--- src/rtl/sifive_insight_tl_echo_tracker_if.sv ---
// Monitor-tap bundle for the echo tracker: A/D beat taps in, trace record out.
interface sifive_insight_tl_echo_tracker_if #(
  parameter int unsigned SOURCE_W = 4,
  parameter int unsigned ECHO_W   = 8
);
  logic                a_fire;
  logic                a_first;
  logic [SOURCE_W-1:0] a_source;
  logic [ECHO_W-1:0]   a_echo;
  logic                d_fire;
  logic                d_last;
  logic [SOURCE_W-1:0] d_source;
  logic                t_valid;
  logic [SOURCE_W-1:0] t_source;
  logic [ECHO_W-1:0]   t_echo;
  logic                t_orphan;

  modport master (
    output a_fire, a_first, a_source, a_echo, d_fire, d_last, d_source,
    input  t_valid, t_source, t_echo, t_orphan
  );

  modport slave (
    input  a_fire, a_first, a_source, a_echo, d_fire, d_last, d_source,
    output t_valid, t_source, t_echo, t_orphan
  );
endinterface

--- src/rtl/sifive_insight_tl_echo_tracker.sv ---
// Passive TileLink echo tracker: remembers the A-channel echo per source and
// replays it as a one-cycle-latency trace record on each matching D beat.
module sifive_insight_tl_echo_tracker #(
  parameter int unsigned SOURCE_W = 4,
  parameter int unsigned ECHO_W   = 8,
  parameter bit          DUP_OVWR = 1'b0
) (
  input  logic                            clock,
  input  logic                            reset_n,
  sifive_insight_tl_echo_tracker_if.slave bus,
  input  logic                            err_clr,
  output logic [SOURCE_W:0]               outstanding,
  output logic                            err_dup,
  output logic                            err_orphan
);
  localparam int unsigned DEPTH = 2 ** SOURCE_W;
  localparam int unsigned CNT_W = SOURCE_W + 1;

  logic [DEPTH-1:0]    valid_q, valid_d;
  logic [ECHO_W-1:0]   echo_q [DEPTH];
  logic [CNT_W-1:0]    outstanding_q, outstanding_d;
  logic                t_valid_q, t_valid_d;
  logic [SOURCE_W-1:0] t_source_q, t_source_d;
  logic [ECHO_W-1:0]   t_echo_q, t_echo_d;
  logic                t_orphan_q, t_orphan_d;
  logic                err_dup_q, err_dup_d;
  logic                err_orphan_q, err_orphan_d;

  logic alloc, a_hit, d_hit, free, same_src, a_busy, dup, new_alloc, echo_we, orphan;

  // All decisions use the pre-update table; a same-cycle free makes the A a fresh alloc.
  always_comb begin
    alloc     = bus.a_fire & bus.a_first;
    a_hit     = valid_q[bus.a_source];
    d_hit     = valid_q[bus.d_source];
    free      = bus.d_fire & bus.d_last & d_hit;
    same_src  = (bus.a_source == bus.d_source);
    a_busy    = a_hit & ~(free & same_src);
    dup       = alloc & a_busy;
    new_alloc = alloc & ~a_busy;
    echo_we   = new_alloc | (dup & DUP_OVWR);
    orphan    = bus.d_fire & ~d_hit;
  end

  always_comb begin
    valid_d       = valid_q;
    outstanding_d = outstanding_q;
    t_valid_d     = bus.d_fire;
    t_source_d    = t_source_q;
    t_echo_d      = t_echo_q;
    t_orphan_d    = t_orphan_q;
    err_dup_d     = err_dup_q;
    err_orphan_d  = err_orphan_q;

    if (free)      valid_d[bus.d_source] = 1'b0;
    if (new_alloc) valid_d[bus.a_source] = 1'b1;

    if (new_alloc && !free)      outstanding_d = outstanding_q + CNT_W'(1);
    else if (free && !new_alloc) outstanding_d = outstanding_q - CNT_W'(1);

    if (bus.d_fire) begin
      t_source_d = bus.d_source;
      t_echo_d   = d_hit ? echo_q[bus.d_source] : '0;
      t_orphan_d = ~d_hit;
    end

    if (err_clr) begin
      err_dup_d    = 1'b0;
      err_orphan_d = 1'b0;
    end
    if (dup)    err_dup_d    = 1'b1;
    if (orphan) err_orphan_d = 1'b1;
  end

  always_ff @(posedge clock or negedge reset_n) begin
    if (!reset_n) begin
      valid_q       <= '0;
      outstanding_q <= '0;
      t_valid_q     <= 1'b0;
      t_source_q    <= '0;
      t_echo_q      <= '0;
      t_orphan_q    <= 1'b0;
      err_dup_q     <= 1'b0;
      err_orphan_q  <= 1'b0;
    end else begin
      valid_q       <= valid_d;
      outstanding_q <= outstanding_d;
      t_valid_q     <= t_valid_d;
      t_source_q    <= t_source_d;
      t_echo_q      <= t_echo_d;
      t_orphan_q    <= t_orphan_d;
      err_dup_q     <= err_dup_d;
      err_orphan_q  <= err_orphan_d;
    end
  end

  // Echo storage is qualified by valid, so it needs no reset.
  always_ff @(posedge clock) begin
    if (echo_we) echo_q[bus.a_source] <= bus.a_echo;
  end

  assign bus.t_valid  = t_valid_q;
  assign bus.t_source = t_source_q;
  assign bus.t_echo   = t_echo_q;
  assign bus.t_orphan = t_orphan_q;
  assign outstanding  = outstanding_q;
  assign err_dup      = err_dup_q;
  assign err_orphan   = err_orphan_q;
endmodule

--- src/flat_wrapper.sv ---
// flat-port wrapper written by rule: the top's interface ports become plain ports
module sifive_insight_tl_echo_tracker_flat 
#(
  parameter int unsigned SOURCE_W = 4,
  parameter int unsigned ECHO_W   = 8,
  parameter bit          DUP_OVWR = 1'b0
)
  (clock, reset_n, err_clr, outstanding, err_dup, err_orphan, bus_a_fire, bus_a_first, bus_a_source, bus_a_echo, bus_d_fire, bus_d_last, bus_d_source, bus_t_valid, bus_t_source, bus_t_echo, bus_t_orphan);
  sifive_insight_tl_echo_tracker_if #(.SOURCE_W(SOURCE_W), .ECHO_W(ECHO_W)) bus_i ();
  input  logic clock;
  input  logic reset_n;
  input  logic err_clr;
  output logic [SOURCE_W:0] outstanding;
  output logic err_dup;
  output logic err_orphan;
  input wire logic [$bits(bus_i.a_fire)-1:0] bus_a_fire;
  input wire logic [$bits(bus_i.a_first)-1:0] bus_a_first;
  input wire logic [$bits(bus_i.a_source)-1:0] bus_a_source;
  input wire logic [$bits(bus_i.a_echo)-1:0] bus_a_echo;
  input wire logic [$bits(bus_i.d_fire)-1:0] bus_d_fire;
  input wire logic [$bits(bus_i.d_last)-1:0] bus_d_last;
  input wire logic [$bits(bus_i.d_source)-1:0] bus_d_source;
  output wire logic [$bits(bus_i.t_valid)-1:0] bus_t_valid;
  output wire logic [$bits(bus_i.t_source)-1:0] bus_t_source;
  output wire logic [$bits(bus_i.t_echo)-1:0] bus_t_echo;
  output wire logic [$bits(bus_i.t_orphan)-1:0] bus_t_orphan;
  assign bus_i.a_fire = bus_a_fire;
  assign bus_i.a_first = bus_a_first;
  assign bus_i.a_source = bus_a_source;
  assign bus_i.a_echo = bus_a_echo;
  assign bus_i.d_fire = bus_d_fire;
  assign bus_i.d_last = bus_d_last;
  assign bus_i.d_source = bus_d_source;
  assign bus_t_valid = bus_i.t_valid;
  assign bus_t_source = bus_i.t_source;
  assign bus_t_echo = bus_i.t_echo;
  assign bus_t_orphan = bus_i.t_orphan;
  sifive_insight_tl_echo_tracker #(.SOURCE_W(SOURCE_W), .ECHO_W(ECHO_W), .DUP_OVWR(DUP_OVWR)) u_core (.clock(clock), .reset_n(reset_n), .bus(bus_i), .err_clr(err_clr), .outstanding(outstanding), .err_dup(err_dup), .err_orphan(err_orphan));
endmodule
--- config.mk ---
export PLATFORM = sky130hd
export DESIGN_NAME = sifive_insight_tl_echo_tracker_flat
export DESIGN_NICKNAME = d
export VERILOG_FILES = /design/src/rtl/sifive_insight_tl_echo_tracker_if.sv /design/src/rtl/sifive_insight_tl_echo_tracker.sv /design/src/flat_wrapper.sv
export SDC_FILE = /design/constraint.sdc
export NUM_CORES = 1
export LEC_CHECK = 0
export CAP_MARGIN = 10
export CELL_PAD_IN_SITES_DETAIL_PLACEMENT = 0
export CELL_PAD_IN_SITES_GLOBAL_PLACEMENT = 1
export CORE_ASPECT_RATIO = 1.2
export CORE_MARGIN = 4
export CORE_UTILIZATION = 53
export CTS_CLUSTER_DIAMETER = 50
export CTS_CLUSTER_SIZE = 20
export DETAILED_ROUTE_END_ITERATION = 10
export PLACE_DENSITY = 0.88
export SYNTH_ARGS = -nofsm -noshare
export SYNTH_HDL_FRONTEND = slang
export SYNTH_SLANG_ARGS = --single-unit
--- constraint.sdc ---
create_clock -name clock -period 5.3 [get_ports clock]
set_input_delay 1.06 -clock clock [delete_from_list [all_inputs] [get_ports clock]]
set_output_delay 1.06 -clock clock [all_outputs]
set_load 0.01 [all_outputs]
=== Yosys cells after proc, flatten, opt, wreduce, memory -nomap -nowiden ===
Memories as Yosys holds them, arrays and structs flattened.
Index checks and enable logic that the tools add are counted.

* Register bits: 37
* Bits in writable memories: 128
* Output and inout bits: 21
* Memories: 1

{| class="wikitable"
|+ Memories
! memory !! words !! width !! rd ports !! clocked after Yosys merged registers in !! wr ports !! RTL line !! text
|-
| u_core.echo_q || 16 || 8 || 1 || 0 || 1 || sifive_insight_tl_echo_tracker.sv:20 || <nowiki>logic [ECHO_W-1:0] echo_q [DEPTH];</nowiki>
|}

* Add/subtract/negate cells: 2
* $lt $le $gt $ge: 4
* Equality and inequality tests: 1
* Multiplexer cells: 18
* Bitwise logic cells: 14
* Reductions and logical operators: 9

{| class="wikitable"
|+ Operator list
! kind !! number
|-
| $mux 16 || 2
|-
| $and 16x16->16 || 1
|-
| $not 16->16 || 1
|-
| $or 16x16->16 || 1
|-
| $lt 4x5->1 const B || 2
|-
| $mux 5 || 2
|-
| $mux 1 || 9
|-
| $and 1x1->1 || 8
|-
| $bmux 1 s4 || 2
|-
| $demux 1 s4 || 2
|-
| $ge 4x1->1 const B || 2
|-
| $mux 8 || 1
|-
| $reduce_bool 2->1 || 3
|-
| $add 5x1->5 const B || 1
|-
| $sub 5x1->5 const B || 1
|-
| $eq 4x4->1 || 1
|-
| $logic_and 1x1->1 || 4
|-
| $not 1->1 || 3
|-
| $logic_not 1->1 || 2
|}

=== Logic depth before layout (Yosys ltp) ===
Gate-level depths: netlist of run 1.

* Depth after elaboration: 12
* Mapped depth: 17

=== Worst setup path before layout of run 1 ===
No wires, ideal clock.

* Kind: input-to-reg
* Start: in bus_d_source[0]
* End: reg u_core.outstanding_q[4], in the netlist u_core.outstanding[4]
* Library setup time: 0.079 ns
* Arrival time: 4.213 ns
* Required time: 5.221 ns
* Path slack: 1.008 ns
* Stages on the path: 17
* Path through: clkbuf_1 > xnor2_1 > nand4_1 > or4_1 > buf_6 > and3_4 > buf_6 > buf_8 > nor2_1 > ha_1 > inv_1 > ha_1 > nor2b_1 > o21a_1 > or3_1 > a21oi_1 > xor2_1

* Longest elaborated chain between the ends: 11

{| class="wikitable"
|+ RTL lines
! what !! RTL line !! text
|-
| start: declaration || flat_wrapper.sv:22 || <nowiki>input wire logic [$bits(bus_i.d_source)-1:0] bus_d_source;</nowiki>
|-
| $bmux 1 s4 || sifive_insight_tl_echo_tracker.sv:35 || <nowiki>d_hit = valid_q[bus.d_source];</nowiki>
|-
| $mux 1 (implied by the code) || sifive_insight_tl_echo_tracker.sv:35 ||
|-
| $and 1x1->1 || sifive_insight_tl_echo_tracker.sv:36 || <nowiki>free = bus.d_fire & bus.d_last & d_hit;</nowiki>
|-
| $and 1x1->1 || sifive_insight_tl_echo_tracker.sv:38 || <nowiki>a_busy = a_hit & ~(free & same_src);</nowiki>
|-
| $not 1->1 || sifive_insight_tl_echo_tracker.sv:38 ||
|-
| $and 1x1->1 || sifive_insight_tl_echo_tracker.sv:38 ||
|-
| $not 1->1 || sifive_insight_tl_echo_tracker.sv:40 || <nowiki>new_alloc = alloc & ~a_busy;</nowiki>
|-
| $and 1x1->1 || sifive_insight_tl_echo_tracker.sv:40 ||
|-
| $logic_not 1->1 || sifive_insight_tl_echo_tracker.sv:59 || <nowiki>else if (free && !new_alloc) outstanding_d = outstanding_q - CNT_W'(1);</nowiki>
|-
| $logic_and 1x1->1 || sifive_insight_tl_echo_tracker.sv:59 ||
|-
| $reduce_bool 2->1 (no line) || - ||
|-
| end signal: assignment || sifive_insight_tl_echo_tracker.sv:87 || <nowiki>outstanding_q <= outstanding_d;</nowiki>
|-
| end: declaration || sifive_insight_tl_echo_tracker.sv:21 || <nowiki>logic [CNT_W-1:0] outstanding_q, outstanding_d;</nowiki>
|}

Parallel ways exist; a longest one is shown, timed or not. The select of a mux whose other input is x is not followed.
A chain may end at the register's enable or synchronous reset.

=== Final worst setup path of run 1 ===
* Start: in bus_d_source[3]
* End: reg u_core.outstanding_q[4], in the netlist u_core.outstanding[4]

Same word-level chain as after synthesis.

==> results of run 1 <==
cell families after synthesis:
| logic type | share of synthesized area (%) |
|---|---|
| compound gates | 5.90 |
| xor+xnor | 0.989 |
| fa+ha+maj | 1.17 |
| buf+inv | 3.04 |
| flops | 67.3 |
| mux | 14.7 |
| simple gates | 6.87 |
layout make-up:
| cell class | count | area [µm²] |
|---|---|---|
| fill | 949 | 4910 |
| tap | 168 | 210 |
| inverter | 17 | 63.8 |
| clock buffer | 25 | 485 |
| clock inverter | 7 | 72.6 |
| multi-input combinational | 220 | 2100 |
| timing repair buffer | 63 | 566 |
| sequential | 165 | 4770 |
layer usage:
metal  GRT usage [%]  vias to the layer above
met2            33.5                      162
met1            27.6                     2046
li1                -                     1791
met3            4.17                       21
met4            8.02                        0
met5               0                        -
worst reg2reg max path, stage by stage (launching register included):
cell	delay [ps]
dfrtp_1	460
mux4_2	480
mux2i_1	190
or3_1	160
and3_4	330
nor2_1	90
ha_1	230
inv_1	140
ha_1	260
nor2b_1	140
o21a_1	170
or3_1	300
a21oi_1	180
xor2_1	150
where the power goes:
group	switching [mW]	internal (mW)	leakage [nW]	total, mW
logic	0.243	0.257	1.00	0.500
registers	0.0831	1.48	1.61	1.57
clock network	0.459	0.683	0.256	1.14
total	0.784	2.42	2.87	3.21
layout by cell type (no fill, tap or decap), types with 7 or more instances in the layout:
master	instances
nand3_1	28
mux4_2	43
o21ai_0	23
inv_1	17
a22oi_1	8
clkdlybuf4s50_1	40
nand2_1	32
nor3_1	7
buf_4	20
clkbuf_16	17
edfxtp_1	128
dfrtp_1	37
stage by stage:
stage / instances / cell area [µm²] / utilization (%)
global route: 665 / 8270 / 62.7
finish: 665 / 8270 / 62.7
CTS: 665 / 8270 / 62.7
floorplan: 430 / 7090 / -
detailed placement: 633 / 7710 / 58.5
global placement: 633 / 7710 / 58.5
final timing paths:
kind                                  startpoint                    end  cells after the start
min                        u_core.outstanding[4]  u_core.outstanding[4]                      1
min reg2reg                u_core.outstanding[4]  u_core.outstanding[4]                      1
max                              bus_d_source[3]  u_core.outstanding[4]                     14
min in group asynchronous                reset_n  u_core.outstanding[1]                      1
max reg2reg                    u_core.valid_q[7]  u_core.outstanding[4]                     13
max in group asynchronous                reset_n      u_core.err_orphan                      1
synthesized netlist by cell type (2+ instances only):
| master | count | area share [%] |
|---|---|---|
| a21o_1 | 6 | 0.64 |
| nor2_1 | 5 | 0.26 |
| a311o_1 | 3 | 0.42 |
| a22oi_1 | 8 | 0.85 |
| and2_1 | 3 | 0.26 |
| nand3b_1 | 2 | 0.21 |
| nand2b_1 | 5 | 0.44 |
| or3_1 | 4 | 0.35 |
| nand4_1 | 3 | 0.26 |
| o21ai_0 | 23 | 1.6 |
| nand3_1 | 28 | 2.0 |
| o31ai_1 | 6 | 0.64 |
| nor2b_1 | 3 | 0.26 |
| mux4_2 | 43 | 14 |
| xnor2_1 | 6 | 0.74 |
| nor3_1 | 7 | 0.49 |
| clkbuf_1 | 15 | 0.79 |
| buf_6 | 3 | 0.48 |
| inv_1 | 17 | 0.90 |
| edfxtp_1 | 128 | 54 |
| xor2_1 | 2 | 0.25 |
| nand2_1 | 32 | 1.7 |
| ha_1 | 5 | 0.88 |
| a311oi_1 | 6 | 0.74 |
| mux2_2 | 4 | 0.64 |
| or2_2 | 2 | 0.18 |
| o31ai_4 | 2 | 0.60 |
| buf_2 | 7 | 0.49 |
| a21oi_1 | 2 | 0.14 |
| dfrtp_1 | 37 | 13 |
| mux2i_1 | 3 | 0.42 |
sequential cells by signal, indices dropped and copies added, names as in the netlist:
name	cells
u_core.bus.t_valid	1
u_core.err_orphan	1
u_core.valid_q	16
u_core.err_dup	1
u_core.echo_q	128
u_core.outstanding	5
u_core.bus.t_orphan	1
u_core.bus.t_echo	8
u_core.bus.t_source	4
==> out/metrics.yaml, run 1 <==
status:
  status: "finished clean"
worst_setup_path:
  cp-end-kind: "flop"
  worst_ep_arrival_time_ps: 4640
  path_buf_inv: 2
  crit_path_max_fanout: 16
  crit_family: "simple AND/OR/NAND/NOR gates"
  start_kind: "input port"
  cp_slowest_cell: "clkdlybuf4s50_1"
  crit_chain: "clkdlybuf4s50_1, mux4_2, mux2i_1, or3_1, and3_4, nor2_1, ha_1, inv_1, ha_1, nor2b_1, o21a_1, or3_1, a21oi_1, xor2_1"
  crit_required_ps: 5630
  rrSetupSlack_ps: 1960
  cpPeakStageDelay_ps: 680
  critPathKind: "input port to flop"
synthesis:
  async_flop_share_pct: 22.4
  synth_edf_count: 128
  yosysWarnings: 0
  synth_area_um2: 7090
  synth_seq_cells: 165
  syn_inst: 430
  ys_seq_area_share_pct: 67.3
  ys.flop_type: "edfxtp_1"
  syn-num-nets: 459
  avgSynthCellArea_um2: 16.5
  ys_types: 41
cts:
  clk_path_buf_depth: 2
  cts-root-buf: "clkbuf_16"
  tritoncts: "done"
  h-tree-depth: 4
  cts_made_buffers: 17
  cts_hold_buffers: 0
  clk_latency_ps: 410
  cts_setup_buffers: 0
  cts-resized-gates: 0
  clk_pin_slew_ps: 60
  cts.sinks: 165
sta:
  fin_hold_ws_ps: 465
  hold_viol: 0
  period_share_pct: 81.2
  tns_ps: 0
  rsz0062_at_grt: "false"
  maxSlewHeadroom_pct: 41.8
  finalSetupViolations: 0
  min_period_ps: 4310
  final_max_slew_viol_count: 0
  max_freq_ghz: 0.232
  setup_slack_ps: 995
  finalClockSkew_ps: 13.1
  max_slew.worst_pin.slew_ps: 849
drt:
  routed.top_layer: "met4"
  viasPerCell: 6.05
  totalWireLength_um: 14800
  drtPass1Iterations: 5
  routed-wl-met3_um: 949
  vias: 4020
  drt_iter0_drc: 393
  met2WireLength_um: 7550
  drc: 0
  wl_met1_um: 6010
  routedWlPerCell_um: 22.3
  ant_nets: 0
floorplan:
  initial_core_util_pct: 53.8
  fp.dieArea_um2: 15300
  core-area_um2: 13200
  io_pins: 44
  die_x_um: 114
  row_count: 46
  die_y_um: 135
finish:
  diodes: 0
  area_growth_pct: 16.7
  nets: 513
  drive_gt1_share_pct: 20.5
pwr:
  leakagePower_nw: 2.87
  irDropWorstVdd_v: 0.000194
  p_total_mw: 3.21
  power_density_nw_per_um2: 388
global_routing:
  grt_overflow: 0
  grt_pass1_wl_um: 23400
  grt_pass1_vias: 4173
  grt_usage_pct: 20.6
  antenna_found_initial: 0
  grt_max_degree: 43
placed_design:
  port_buffers: 43
  gp_congestion: 0.937
  dp_slack_ps: 595
  hpwl_um: 9630
hold_path:
  worstHoldPathType: "flop to flop"
flow_run:
  max-cap-violations: 0
(Power assumes the default switching activity.)
==> run 2, diff against run 1 <==
--- a/config.mk
+++ b/config.mk
@@ -10,11 +10,11 @@
 export CELL_PAD_IN_SITES_GLOBAL_PLACEMENT = 1
 export CORE_ASPECT_RATIO = 1.2
 export CORE_MARGIN = 4
-export CORE_UTILIZATION = 53
+export CORE_UTILIZATION = 50
 export CTS_CLUSTER_DIAMETER = 50
 export CTS_CLUSTER_SIZE = 20
 export DETAILED_ROUTE_END_ITERATION = 10
-export PLACE_DENSITY = 0.88
+export PLACE_DENSITY = 0.84
 export SYNTH_ARGS = -nofsm -noshare
 export SYNTH_HDL_FRONTEND = slang
 export SYNTH_SLANG_ARGS = --single-unit
==> constraint.sdc (replaced) <==
create_clock -name clock -period 4.5 [get_ports clock]
set_input_delay 0.9 -clock clock [delete_from_list [all_inputs] [get_ports clock]]
set_output_delay 0.9 -clock clock [all_outputs]
set_load 0.01 [all_outputs]
==> out/metrics.yaml, run 2 (synthesis results as in run 1) <==
finish:
  largest_reg_flops: 128  # unchanged
  area_growth_pct: 17.3
  drive_gt1_share_pct: 20.9  # +0.35 points
  top_register: "u_core.echo_q"
  final_cell_mix: "128 x edfxtp_1, 43 x mux4_2, 40 x clkdlybuf4s50_1"
  nets: 519  # +1.2%
  n_fill_cell: 1016  # +7.1%
  diodes: 0  # unchanged
  utilization_pct: 60.1  # -2.6 points
  layout_commonest_cell: "edfxtp_1"
pwr:
  pwr-share-seq_pct: 48.8  # about the same
  p_total_mw: 3.79  # +18%
  combPwrFrac_pct: 15.9  # +0.3 points
  clockPowerShare_pct: 35.4  # -0.2 points
  switching_share_pct: 24.2  # -0.20 points
  leakagePower_nw: 2.91  # +1.5%
  irDropWorstVdd_v: 0.000253  # +30%
  p_int_mw: 2.87  # +18%
  power_density_nw_per_um2: 456  # +17%
  p_switching_mw: 0.918  # +17%
floorplan:
  io_pins: 44  # unchanged
  fp.dieArea_um2: 16100  # +5.6%
  initial_core_util_pct: 51.3  # -2.5 points
  die_x_um: 117  # +2.7%
  die_y_um: 138  # +2.8%
  core-area_um2: 13800  # +4.9%
  row_count: 47  # +2.2%
global_routing:
  gr-usage-met1_pct: 26.7  # -0.93 points
  use_met2_pct: 32.4  # -1.1 points
  grtUsageMet3_pct: 3.37  # -0.80 points
  grt_max_degree: 44  # +2.3%
  antenna_found_initial: 0  # unchanged
  grt_pass1_wl_um: 23800  # +1.4%
  top_usage_layer: "met2"
  grt_overflow: 0  # unchanged
  grt_usage_pct: 20.0  # -0.57 points
  grt_pass1_vias: 4174  # +0.024%
drt:
  drc: 0  # unchanged
  ant_nets: 0  # unchanged
  viasPerCell: 5.96  # -1.5%
  drt_iter0_drc: 349  # -11%
  drtPass1Iterations: 5  # unchanged
  routedWlPerCell_um: 22.3  # +0.18%
  totalWireLength_um: 15000  # +1.5%
  vias: 4014  # -0.15%
worst_setup_path:
  rr_endpoint: "u_core.outstanding[4]"
  reg2reg_depth: 13  # unchanged
  cp-endpoint: "u_core.outstanding[4]"
  critPathKind: "input port to flop"
  rrSetupSlack_ps: 1300  # -660 ps
  reg2reg_from: "u_core.valid_q[4]"
  worst_ep_arrival_time_ps: 4370  # -270 ps
  crit_required_ps: 4840  # -790 ps
  cp-end-kind: "flop"
  crit_start: "bus_d_source[3]"
  start_kind: "input port"
  crit_path_max_fanout: 6  # -10
sta:
  max_slew.worst_pin.slew_ps: 841  # -7.61 ps
  final_max_slew_viol_count: 0  # unchanged
  maxSlewHeadroom_pct: 43.9  # +2.1 points
  rsz0062_at_grt: "false"
  hold_viol: 0  # unchanged
  setup_slack_ps: 468  # -527 ps
  finalClockSkew_ps: 3.35  # -9.77 ps
  period_share_pct: 89.6
  finalSetupViolations: 0  # unchanged
  fin_hold_ws_ps: 467  # +1.41 ps
  min_period_ps: 4030
  tns_ps: 0  # unchanged
  max_freq_ghz: 0.248
cts:
  cts-resized-gates: 0  # unchanged
  clk_latency_ps: 420  # about the same
  clk_pin_slew_ps: 60  # about the same
  cts-root-buf: "clkbuf_16"
  cts_hold_buffers: 0  # unchanged
  cts_setup_buffers: 0  # unchanged
  tritoncts: "done"
  h-tree-depth: 4  # unchanged
  cts_made_buffers: 17  # unchanged
  cts.sinks: 165  # unchanged
  clk_path_buf_depth: 2  # unchanged
hold_path:
  worstHoldPathType: "flop to flop"
  min_from: "u_core.outstanding[4]"
placed_design:
  port_buffers: 43  # unchanged
  gp_congestion: 0.864  # -7.8%
  hpwl_um: 9830  # +2.1%
  dp_slack_ps: 29.0  # -566 ps
status:
  status: "finished clean"
flow_run:
  max-cap-violations: 0  # unchanged
## run 2: cell count changes in the layout (fill, tap and decap cells not counted), sizes merged
cell / before / now
clkbuf: 25 / 22
buf: 23 / 29
clkinvlp: 5 / 0
bufinv: 1 / 2
clkinv: 1 / 8
## run 2: metal layers
layer	up-vias	wire, µm
met1	2040	6080
met3	24	851
li1	1810	-
met4	0	397
met2	140	7720
met5	-	0
## run 2: worst min-delay path by stage
stage	endpoint	slack [ps]	cells after the start
after floorplan	u_core.valid_q[2]	490	2
after global placement	u_core.outstanding[4]	470	1
after detailed placement	u_core.outstanding[4]	470	1
after CTS	u_core.outstanding[4]	480	1
after global routing	u_core.outstanding[4]	500	1
final	u_core.outstanding[4]	470	1
## run 2: critical path, stage by stage
cell	delay (ps)
clkdlybuf4s50_1	600
mux4_2	430
mux2i_1	80
or4_1	440
and3_4	200
nor2_1	110
ha_1	240
inv_1	130
ha_1	300
nor2b_1	130
o21a_1	180
or3_1	300
a21oi_1	190
xor2_1	160
## run 2: area by class of cell
cell class,instances,area (µm²),area share (%)
tap,171,214,2.57
clock buffer,22,444,5.34
timing repair buffer,69,611,7.35
clock inverter,10,108,1.29
multi-input combinational,220,2100,25.3
inverter,17,63.8,0.768
sequential,165,4770,57.4
## run 2: power groups by stage
stage | logic [mW] | registers (mW) | clock network (mW)
after floorplan | 0.363 | 1.86 | 0
after global placement | 0.586 | 1.87 | 0
after detailed placement | 0.601 | 1.88 | 0
after CTS | 0.604 | 1.85 | 1.37
after global routing | 0.657 | 1.86 | 1.45
final | 0.601 | 1.85 | 1.34
## run 2: stage by stage
stage | instance area (µm²) | cells
5_1_grt | 8310 | 674
3_5_place_dp | 7760 | 642
3_3_place_gp | 7760 | 642
4_1_cts | 8310 | 674
6_report | 8310 | 674
2_1_floorplan | 7090 | 430
==> run 3, diff against run 2 <==
--- a/config.mk
+++ b/config.mk
@@ -5,16 +5,19 @@
 export SDC_FILE = /design/constraint.sdc
 export NUM_CORES = 1
 export LEC_CHECK = 0
+export ABC_AREA = 1
 export CAP_MARGIN = 10
 export CELL_PAD_IN_SITES_DETAIL_PLACEMENT = 0
 export CELL_PAD_IN_SITES_GLOBAL_PLACEMENT = 1
 export CORE_ASPECT_RATIO = 1.2
 export CORE_MARGIN = 4
-export CORE_UTILIZATION = 50
+export CORE_UTILIZATION = 48
 export CTS_CLUSTER_DIAMETER = 50
 export CTS_CLUSTER_SIZE = 20
 export DETAILED_ROUTE_END_ITERATION = 10
-export PLACE_DENSITY = 0.84
+export PLACE_DENSITY = 0.85
+export SKIP_CTS_REPAIR_TIMING = 1
+export SLEW_MARGIN = 40
 export SYNTH_ARGS = -nofsm -noshare
 export SYNTH_HDL_FRONTEND = slang
 export SYNTH_SLANG_ARGS = --single-unit
==> out/metrics.yaml, run 3 <==
drt:
  vias: 4767  # +19%
  drc: 0  # unchanged
  viasPerCell: 5.67  # -4.8%
  totalWireLength_um: 16500  # +9.8%
  drt_iter0_drc: 418  # +20%
  routedWlPerCell_um: 19.6  # -12%
  ant_nets: 0  # unchanged
  drtPass1Iterations: 5  # unchanged
floorplan:
  row_count: 48  # +2.1%
  initial_core_util_pct: 48.8  # -2.5 points
  die_y_um: 140  # +1.3%
  fp.dieArea_um2: 16600  # +2.7%
  io_pins: 44  # unchanged
  die_x_um: 118  # +1.3%
  core-area_um2: 14400  # +3.9%
placed_design:
  gp_congestion: 0.894  # +3.5%
  dp_slack_ps: 373  # +344 ps
  port_buffers: 43  # unchanged
  dpl-instance-area_um2: 7570  # -2.4%
  hpwl_um: 11000  # +11%
  dp.cells: 809  # +26%
worst_setup_path:
  reg2reg_from: "u_core.valid_q[9]"
  path_buf_inv: 4  # +2
  cpPeakStageDelay_ps: 800  # +200 ps
  path_common_cell: "nand2_1"
  start_kind: "input port"
  crit_required_ps: 4800  # -40 ps
  cp-end-kind: "flop"
  rrSetupSlack_ps: 1820  # +520 ps
  cp_slowest_cell: "clkdlybuf4s50_1"
  worst_ep_arrival_time_ps: 4020  # -350 ps
  crit_family: "buffers and inverters"
  crit_chain: "clkdlybuf4s50_1, inv_2, nand2_1, nand2_1, nand2_1, nand2_1, nand2_1, nand2_1, inv_2, nand2_4, nand2_4, ha_1, inv_1, ha_1, nand2_1, nor2_1, a211oi_1, nand2_1, nand2_1, nor2_1, xor2_1"
  critPathKind: "input port to flop"
  reg2reg_depth: 22  # +9
  crit_path_max_fanout: 17  # +11
  rr_endpoint: "u_core.outstanding[4]"
pwr:
  p_total_mw: 3.76  # -0.62%
  irDropWorstVdd_v: 0.000246  # -2.6%
  power_density_nw_per_um2: 461  # +1.2%
  leakagePower_nw: 3.24  # +11%
synthesis:
  avgSynthCellArea_um2: 11.6  # -30%
  synth_area_leaders: "edfxtp_1 55%, dfrtp_1 13%, nand2_1 10%, a22oi_1 6.9%, inv_1 2.0%"
  synth_most_common_cell: "nand2_1"
  synth.top_cell.area_share_pct: 54.9  # +0.68 points
  yosysWarnings: 0  # unchanged
  ys_types: 32  # -22%
  yosysTopAreaCell: "edfxtp_1"
  async_flop_share_pct: 22.4  # unchanged
  syn-num-nets: 633  # +38%
  synth_seq_cells: 165  # unchanged
  synth_area_um2: 7000  # -1.2%
  ys_seq_area_share_pct: 68.2  # +0.84 points
  synthTopCellsByCount: "186 x nand2_1, 128 x edfxtp_1, 64 x a22oi_1"
  ys.flop_type: "edfxtp_1"
  syn_inst: 604  # +40%
  synth_edf_count: 128  # unchanged
sta:
  hold_viol: 0  # unchanged
  min_period_ps: 3720  # -316 ps
  tns_ps: 0  # unchanged
  fin_hold_ws_ps: 428  # -38.2 ps
  rsz0062_at_grt: "false"
  maxSlewHeadroom_pct: 50.1  # +6.2 points
  max_freq_ghz: 0.269  # +8.5%
  setup_slack_ps: 784  # +316 ps
  finalClockSkew_ps: 5.24  # +1.89 ps
  period_share_pct: 82.6  # -7.0 points
  final_max_slew_viol_count: 0  # unchanged
  max_slew.worst_pin.slew_ps: 748  # -93.5 ps
  finalSetupViolations: 0  # unchanged
finish:
  nets: 682  # +31%
  design_area_um2: 8160  # -1.8%
  utilization_pct: 56.9  # -3.3 points
  top_register: "u_core.echo_q"
  area_growth_pct: 16.6
  n_fill_cell: 1197  # +18%
  largest_reg_flops: 128  # unchanged
  diodes: 0  # unchanged
  drive_gt1_share_pct: 9.31  # -12 points
  layout_commonest_cell: "nand2_1"
  final_cell_mix: "186 x nand2_1, 128 x edfxtp_1, 64 x a22oi_1"
  layout.cells.non_filler: 841  # +25%
status:
  status: "finished clean"
global_routing:
  grt_pass1_vias: 4886  # +17%
  top_usage_layer: "met2"
  grtUsageMet3_pct: 4.52  # +1.2 points
  antenna_found_initial: 0  # unchanged
  use_met2_pct: 35.0  # +2.6 points
  grt_usage_pct: 20.8  # +0.78 points
  grt_pass1_wl_um: 26500  # +12%
  grt_overflow: 0  # unchanged
  gr-usage-met1_pct: 26.2  # -0.53 points
  grt_max_degree: 38  # -14%
hold_path:
  worstHoldPathType: "input port to asynchronous set/reset pin"
cts:
  cts-root-buf: "clkbuf_16"
  clk_pin_slew_ps: 60  # about the same
  clk_latency_ps: 420  # about the same
  cts.sinks: 165  # unchanged
  clk_path_buf_depth: 2  # unchanged
  cts_made_buffers: 17  # unchanged
  h-tree-depth: 4  # unchanged
  tritoncts: "done"
flow_run:
  max-cap-violations: 0  # unchanged
[run 3: cell types whose count changed after synthesis, sizes merged, moves of 11 or more]
| cell | change |
|---|---|
| mux4 | -43 |
| inv | +26 |
| nor2 | +28 |
| a22oi | +56 |
| nand2 | +157 |
| clkbuf | -11 |
[run 3: cell families after synthesis]
group / count (synthesis) / synth area share [%]
DFF: 165 / 68.2
AOI/OAI and AO/OA: 105 / 9.91
xor gates and xnor gates: 5 / 0.626
adders and majority gates: 6 / 1.18
buffers and inverters: 66 / 4.31
and+or+nand+nor: 257 / 15.8
[run 3: power by group]
group	leakage, nW	switching, mW	internal [mW]
Clock	0.286	0.577	0.871
Sequential	1.60	0.0711	1.73
Combinational	1.35	0.296	0.218
Total	3.24	0.944	2.82
[run 3: worst max-delay path by stage]
| stage | from | slack [ps] | endpoint | cells after the start |
|---|---|---|---|---|
| 6_report | bus_d_source[0] | 780 | u_core.outstanding[4] | 21 |
| 5_1_grt | bus_d_source[0] | 410 | u_core.outstanding[4] | 23 |
| 4_1_cts | bus_d_source[0] | 810 | u_core.outstanding[4] | 21 |
| 3_3_place_gp | bus_d_source[0] | 520 | u_core.outstanding[4] | 21 |
| 2_1_floorplan | bus_d_source[1] | 1300 | u_core.outstanding[4] | 23 |
| 3_5_place_dp | bus_d_source[0] | 370 | u_core.outstanding[4] | 21 |
[run 3: per-layer routing]
| metal | wire [µm] | vias to the layer above |
|---|---|---|
| li1 | - | 2214 |
| met1 | 6680 | 2322 |
| met2 | 8270 | 192 |
| met3 | 1040 | 39 |
| met4 | 525 | 0 |
| met5 | 0 | - |
[run 3: worst register-to-register path, cell delays in order, from the launching register on]
cell	delay, ps
dfrtp_1	400
nand2_1	80
nand2_1	110
nand2_1	70
nand2_1	60
nand2_1	50
nand2_1	70
inv_2	50
nand2_4	90
nand3_4	70
nand2_4	60
nand2_1	50
inv_1	60
ha_1	220
inv_1	120
ha_1	330
nand2_1	80
nor2_1	40
a211oi_1	230
nand2_1	80
nand2_1	60
nor2_1	40
xor2_1	130
[run 3: cell type report]
type | instances | area [µm²] | share of cell area (%)
multi-input combinational | 373 | 1930 | 23.6
timing repair buffer | 51 | 488 | 5.98
clock buffer | 19 | 433 | 5.30
inverter | 45 | 169 | 2.07
tap | 175 | 219 | 2.68
clock inverter | 13 | 158 | 1.93
sequential | 165 | 4770 | 58.4
